--- src/rtl/apb_req_arbiter.sv ---
// Two-requester round-robin front end driving a two-slave APB bus, one transfer at a time.
// Define APB_ARB_TIMEOUT_EN to bound PREADY wait states at TIMEOUT_CYCLES ACCESS cycles.
module apb_req_arbiter #(
    parameter int unsigned TIMEOUT_CYCLES = 255
) (
    input  logic        pclk,
    input  logic        Reset,
    input  logic [1:0]  req_valid,
    input  logic [1:0]  req_write,
    input  logic [63:0] req_addr,
    input  logic [63:0] req_wdata,
    input  logic [7:0]  req_strb,
    output logic [1:0]  req_done,
    output logic [31:0] req_rdata,
    output logic        req_err,
    output logic [31:0] PADDR,
    output logic [31:0] PWDATA,
    output logic        PWRITE,
    output logic [3:0]  PSTRB,
    output logic        PENABLE,
    output logic [1:0]  PSEL,
    input  logic [31:0] PRDATA,
    input  logic        PREADY,
    input  logic        PSLVERR
);

    typedef enum logic [1:0] {
        IDLE   = 2'd0,
        SETUP  = 2'd1,
        ACCESS = 2'd2
    } state_t;

    state_t      state_reg;
    logic        grant_reg;
    logic        last_grant_reg;
    logic [1:0]  eligible;
    logic        pick;
    logic        timeout_hit;

    logic [31:0] addr_arr  [2];
    logic [31:0] wdata_arr [2];
    logic [3:0]  strb_arr  [2];

    genvar gi;
    for (gi = 0; gi < 2; gi++) begin : g_unpack
        assign addr_arr[gi]  = req_addr[32*gi +: 32];
        assign wdata_arr[gi] = req_wdata[32*gi +: 32];
        assign strb_arr[gi]  = req_strb[4*gi +: 4];
    end

    // A requester whose done pulse is on the wire still shows valid this cycle; skip it.
    always_comb begin
        eligible = req_valid & ~req_done;
        if (eligible == 2'b11) begin
            pick = ~last_grant_reg;
        end else begin
            pick = eligible[1];
        end
    end

`ifdef APB_ARB_TIMEOUT_EN
    localparam logic [7:0] TIMEOUT_LIMIT = 8'(TIMEOUT_CYCLES);

    logic [7:0] wait_cnt_reg;

    assign timeout_hit = (wait_cnt_reg + 8'd1) == TIMEOUT_LIMIT;

    always_ff @(posedge pclk or negedge Reset) begin
        if (!Reset) begin
            wait_cnt_reg <= 8'd0;
        end else if (state_reg == SETUP) begin
            wait_cnt_reg <= 8'd0;
        end else if (state_reg == ACCESS && !PREADY) begin
            wait_cnt_reg <= wait_cnt_reg + 8'd1;
        end
    end
`else
    // Without the wait-state limit the parameter has no effect.
    logic [7:0] timeout_unused;

    assign timeout_unused = 8'(TIMEOUT_CYCLES);
    assign timeout_hit    = 1'b0;
`endif

    always_ff @(posedge pclk or negedge Reset) begin
        if (!Reset) begin
            state_reg      <= IDLE;
            grant_reg      <= 1'b0;
            last_grant_reg <= 1'b1;
            PADDR          <= 32'd0;
            PWDATA         <= 32'd0;
            PWRITE         <= 1'b0;
            PSTRB          <= 4'd0;
            PENABLE        <= 1'b0;
            PSEL           <= 2'b00;
            req_done       <= 2'b00;
            req_rdata      <= 32'd0;
            req_err        <= 1'b0;
        end else begin
            req_done <= 2'b00;
            case (state_reg)
                IDLE: begin
                    if (eligible != 2'b00) begin
                        grant_reg      <= pick;
                        last_grant_reg <= pick;
                        PADDR          <= addr_arr[pick];
                        PWDATA         <= wdata_arr[pick];
                        PWRITE         <= req_write[pick];
                        PSTRB          <= req_write[pick] ? strb_arr[pick] : 4'b0000;
                        PSEL           <= addr_arr[pick][31] ? 2'b10 : 2'b01;
                        PENABLE        <= 1'b0;
                        state_reg      <= SETUP;
                    end
                end
                SETUP: begin
                    PENABLE   <= 1'b1;
                    state_reg <= ACCESS;
                end
                ACCESS: begin
                    // PREADY wins over a timeout landing in the same cycle.
                    if (PREADY || timeout_hit) begin
                        req_done  <= grant_reg ? 2'b10 : 2'b01;
                        req_rdata <= (PREADY && !PWRITE) ? PRDATA : 32'd0;
                        req_err   <= PREADY ? PSLVERR : 1'b1;
                        PSEL      <= 2'b00;
                        PENABLE   <= 1'b0;
                        state_reg <= IDLE;
                    end
                end
                default: begin
                    PSEL      <= 2'b00;
                    PENABLE   <= 1'b0;
                    state_reg <= IDLE;
                end
            endcase
        end
    end

endmodule

--- config.mk ---
export PLATFORM = sky130hd
export DESIGN_NAME = apb_req_arbiter
export DESIGN_NICKNAME = d
export VERILOG_FILES = /design/src/rtl/apb_req_arbiter.sv
export SDC_FILE = /design/constraint.sdc
export NUM_CORES = 1
export LEC_CHECK = 0
export BUFFER_PORTS_ARGS = -buffer_cell sky130_fd_sc_hd__buf_2
export CAP_MARGIN = 5
export CORE_MARGIN = 2
export CORE_UTILIZATION = 44
export DETAILED_ROUTE_END_ITERATION = 10
export GPL_ROUTABILITY_DRIVEN = 0
export PLACE_DENSITY_LB_ADDON = 0.2
export SLEW_MARGIN = 20
export SYNTH_ARGS = -nofsm -noshare
export SYNTH_HDL_FRONTEND = slang
export SYNTH_SLANG_ARGS = --single-unit
--- constraint.sdc ---
create_clock -name pclk -period 1.8 [get_ports pclk]
set_input_delay 0.18 -clock pclk [delete_from_list [all_inputs] [get_ports pclk]]
set_output_delay 0.18 -clock pclk [all_outputs]
set_load 0.02 [all_outputs]
# Yosys cells after proc, flatten, opt, wreduce, memory -nomap -nowiden

Cells that the tools add are included.

Bits in registers: 111
Input port bits: 176
Output and inout port bits: 107

Magnitude comparators: 2
Equality and inequality tests: 5
Multiplexer cells: 26
Bitwise logic cells: 5
Reductions and logical operators: 8

Operators with widths:

| kind               | count |
|---|---|
| $mux 32            | 7 |
| $mux 4             | 4 |
| $mux 2             | 7 |
| $pmux 2 s3         | 2 |
| $reduce_and 2->1   | 3 |
| $mux 1             | 5 |
| $eq 2x2->1 const B | 2 |
| $ne 2x2->1 const B | 2 |
| $pmux 1 s3         | 1 |
| $reduce_and 3->1   | 1 |
| $and 2x2->2        | 1 |
| $eq 2x1->1 const B | 1 |
| $ge 2x2->1 const B | 1 |
| $logic_not 2->1    | 1 |
| $lt 1x2->1 const B | 1 |
| $not 1->1          | 2 |
| $not 1->2          | 1 |
| $not 2->2          | 1 |
| $reduce_bool 2->1  | 1 |
| $logic_and 1x1->1  | 1 |
| $logic_not 1->1    | 1 |

# Depth between registers and ports, before layout

Word-level depth: 11
Mapped depth: 7
Depth with buffers taken out: 5

# Worst setup path before layout

OpenSTA, ideal clock, no wires.

Kind: reg2reg
Start: register req_done[1]
End: register PADDR[20]
Setup time: 0.122 ns
Data arrival time: 1.255 ns
Slack: 0.423 ns
Stages on the path, launching flop included: 8
Path buffers: 3
Clock period less this slack: 1.377 ns
Path through: dfrtp_1 > nand2b_4 > a21o_1 > buf_4 > buf_8 > buf_8 > nand2_1 > a21oi_1

Word-level cells in the longest chain between the ends: 8
Elaborated cells between the ends (all ways): 10

Ends and longest elaborated chain:

| element                                    | line | RTL |
|---|---|---|
| from (decl)                                | 13   | `output logic [1:0] req_done,` |
| from (signal assigned)                     | 122  | `req_done <= grant_reg ? 2'b10 : 2'b01;` |
| $not 2->2 *                                | 53   | `eligible = req_valid & ~req_done;` |
| $and 2x2->2 *                              | 53   |  |
| $eq 2x2->1                                 | 54   | `if (eligible == 2'b11) begin` |
| $mux 1                                     | 54   |  |
| $not 1->2 (implied by the code)            | 106  | `PADDR <= addr_arr[pick];` |
| $mux 32 (implied by the code) (3 in a row) | 106  |  |
| to (signal assigned)                       | 106  |  |
| to (decl)                                  | 16   | `output logic [31:0] PADDR,` |

Every way passes the cells marked *; elsewhere a longest branch is shown, timed or not. The select of a mux whose other input is x is not followed.
A chain may end at the register's enable or synchronous reset.

# Worst setup path after layout

Start: register req_done[0]
End: register PADDR[5]

The elaborated chain is that of the path after synthesis.

==> flow_summary.toml <==
[power_and_ir_drop]
p_int_w = 0.006565
power_frac_clock_pct = 13.8
power.density_mw_per_mm2 = 1788
vdd_ir_drop_max_mv = 0.9116
netSwitchingPower_w = 0.005306
leakage_nw = 3.411
p_comb_share_pct = 50.7
seq_power_share_pct = 35.6
p_sw_share_pct = 44.70
total_power_w = 0.01187

[timing]
worstMarginPinSlew_ps = 458.3
hold_viol_final = 0
fin_skew_ps = 12.66
fin_crit_ps = 1555
hold_ws_ps = 34.45
period_share_pct = 86.37
setup_tns_ps = 0
slew_violations = 0
setup_violations = 0
clock.fmax_ghz = 0.6432
rsz0062_at_grt = "no"
max-slew-margin-rel_pct = 69.45

[clock_network]
cts_setup_buffers = 0
cts_buffer_depth = 2
clkLatencyLatePin_ps = 360
cts.sinks = 110
cts.htree.levels = 3
cts_root_buf = "clkbuf_8"
numCtsBuffers = 9
cts_tree = "built"
clkTransAtPathRegs_ps = 100

[cells_and_area]
mostFrequentLayoutCells = "buf_2, a21oi_1, dfrtp_1"
nNetsFinal = 989
final_common_cell = "buf_2"
syn_to_final_growth_pct = 36.39
drive_above_1_share_pct = 39.12
n_antenna_cell = 0
top_regs = "PADDR (32), PWDATA (32), req_rdata (32)"
final_util_pct = 61.25

[floorplanning]
dieArea_mm2 = 0.01192
rows = 38
start_util_pct = 44.91
core-area_mm2 = 0.01084
io-pin-count = 283
dieWidth_um = 109.2
dieHeight_um = 109.2

[min_path]
holdPathStages = 3
hold_start = "req_addr[0]"
hp-class = "in2reg"
hold_end = "PADDR[0]$_DFFE_PN0P_"

[global_routing]
grt_max_degree = 62
grt_pass1_vias = 4584
grt_pass1_wl_mm = 22.06
grt_overflow_total = 0
antenna_found_initial = 0
grt_usage_pct = 23.78

[synthesis]
synth_warnings = 0
synth_fp_nets = 723
avgSynthCellArea_um2 = 8.900
ys_seq_elements = 110
postSynthCellCount = 547
ys_types = 26
synth_edf_count = 0
synth-main-ff-cell = "dfrtp_1"
ys_seq_area_share_pct = 56.57
syn_area_mm2 = 0.004868
async_flop_share_pct = 100.0

[routing]
drt_first_iter_violations = 366
num_vias = 4796
ant_nets = 0
drc_errors = 0
dr.pass1.iters = 4
routedWlPerCell_um = 15.14
via_per_inst = 5.006
wl_mm = 14.51

[worst_setup_path]
cp_data_required_time_ps = 2080
worst_r2r_endpoint = "PADDR[5]$_DFFE_PN0P_"
worst_setup_path_start_kind = "register"
reg2reg_depth = 5
crit_path_max_fanout = 49
crit_path_end_kind = "register"
cp.arrival_ps = 1830
r2r-start = "req_done[0]$_DFF_PN0_"
crit_type = "reg2reg"
reg2reg_slack_ps = 250

[place]
hpwl_mm = 10.80
port_buffers = 282

[run_status]
status = "finished clean"

[flow_run]
cap_violations = 0
==> Yosys cell counts (2+ instances only) <==
| library cell | number | area share (%) |
|---|---|---|
| clkbuf_1 | 6 | 0.46 |
| dfrtp_1 | 109 | 56 |
| buf_8 | 2 | 0.62 |
| o21ai_0 | 36 | 3.7 |
| a21o_1 | 2 | 0.31 |
| nand2b_1 | 32 | 4.1 |
| nand2_1 | 98 | 7.6 |
| nand3_1 | 6 | 0.62 |
| inv_1 | 3 | 0.23 |
| a31oi_1 | 4 | 0.51 |
| buf_4 | 13 | 2.0 |
| nor2_1 | 72 | 5.6 |
| buf_2 | 19 | 2.0 |
| a21oi_1 | 133 | 14 |
==> worst max-delay path by stage <==
stage	startpoint	endpoint	slack, ps
5_1_grt	state_reg[0]$_DFFE_PN0P_	req_rdata[2]$_DFFE_PN0P_	130
4_1_cts	req_done[0]$_DFF_PN0_	PADDR[5]$_DFFE_PN0P_	240
6_report	req_done[0]$_DFF_PN0_	PADDR[5]$_DFFE_PN0P_	250
2_1_floorplan	req_done[1]$_DFF_PN0_	PADDR[20]$_DFFE_PN0P_	420
3_5_place_dp	req_done[0]$_DFF_PN0_	PADDR[5]$_DFFE_PN0P_	280
3_3_place_gp	req_done[0]$_DFF_PN0_	PSTRB[3]$_DFFE_PN0P_	300
==> routing by layer <==
metal / track usage, % / up-vias / share of wire, %
li1: - / 2332 / -
met1: 29.62 / 2209 / 40
met2: 39.84 / 217 / 50
met3: 4.961 / 38 / 7.8
met4: 10.76 / 0 / 3.1
met5: 0 / - / 0
==> cell families after synthesis <==
group           Yosys count  synth area share [%]
compound gates          178                 18.81
buf+inv                  44                 5.345
flops                   110                 56.57
mux                       2                0.4369
simple gates            213                 18.84
==> stage by stage <==
| stage | std cells | cell area (µm²) | worst slack, ps |
|---|---|---|---|
| after global routing | 958 | 6640 | 133.0 |
| after CTS | 958 | 6640 | 244.0 |
| after detailed placement | 941 | 6407 | 279.8 |
| after floorplan | 547 | 4868 | 422.8 |
| after global placement | 941 | 6407 | 303.1 |
| final | 958 | 6640 | 245.3 |
==> power groups by stage <==
stage,sequential (W),clock [W],combinational (W)
5_1_grt,0.00437,0.00179,0.00664
3_3_place_gp,0.00421,0,0.00592
3_5_place_dp,0.00427,0,0.00608
2_1_floorplan,0.00561,0,0.00261
4_1_cts,0.00422,0.00168,0.00608
6_report,0.00422,0.00163,0.00602
==> what timing repair did <==
item	4_1_cts	5_1_grt
hold buffers	1	0
hold endpoints to repair	28	0
resized for setup	0	0
==> layout make-up <==
class | instances | area [µm²]
timing repair buffer | 296 | 1609
multi-input combinational | 393 | 1868
clock inverter | 6 | 85.08
sequential | 110 | 2754
clock buffer | 10 | 137.6
inverter | 3 | 11.26
fill | 956 | 4200
tap | 140 | 175.2
==> critical path, stage by stage, from the launching register on <==
cell and delay, ps:
dfrtp_1 410, nor2b_4 190, a21o_2 330, buf_12 270, nand2_1 80, a21oi_1 170
No activity file was read; power rests on OpenSTA's default activity.
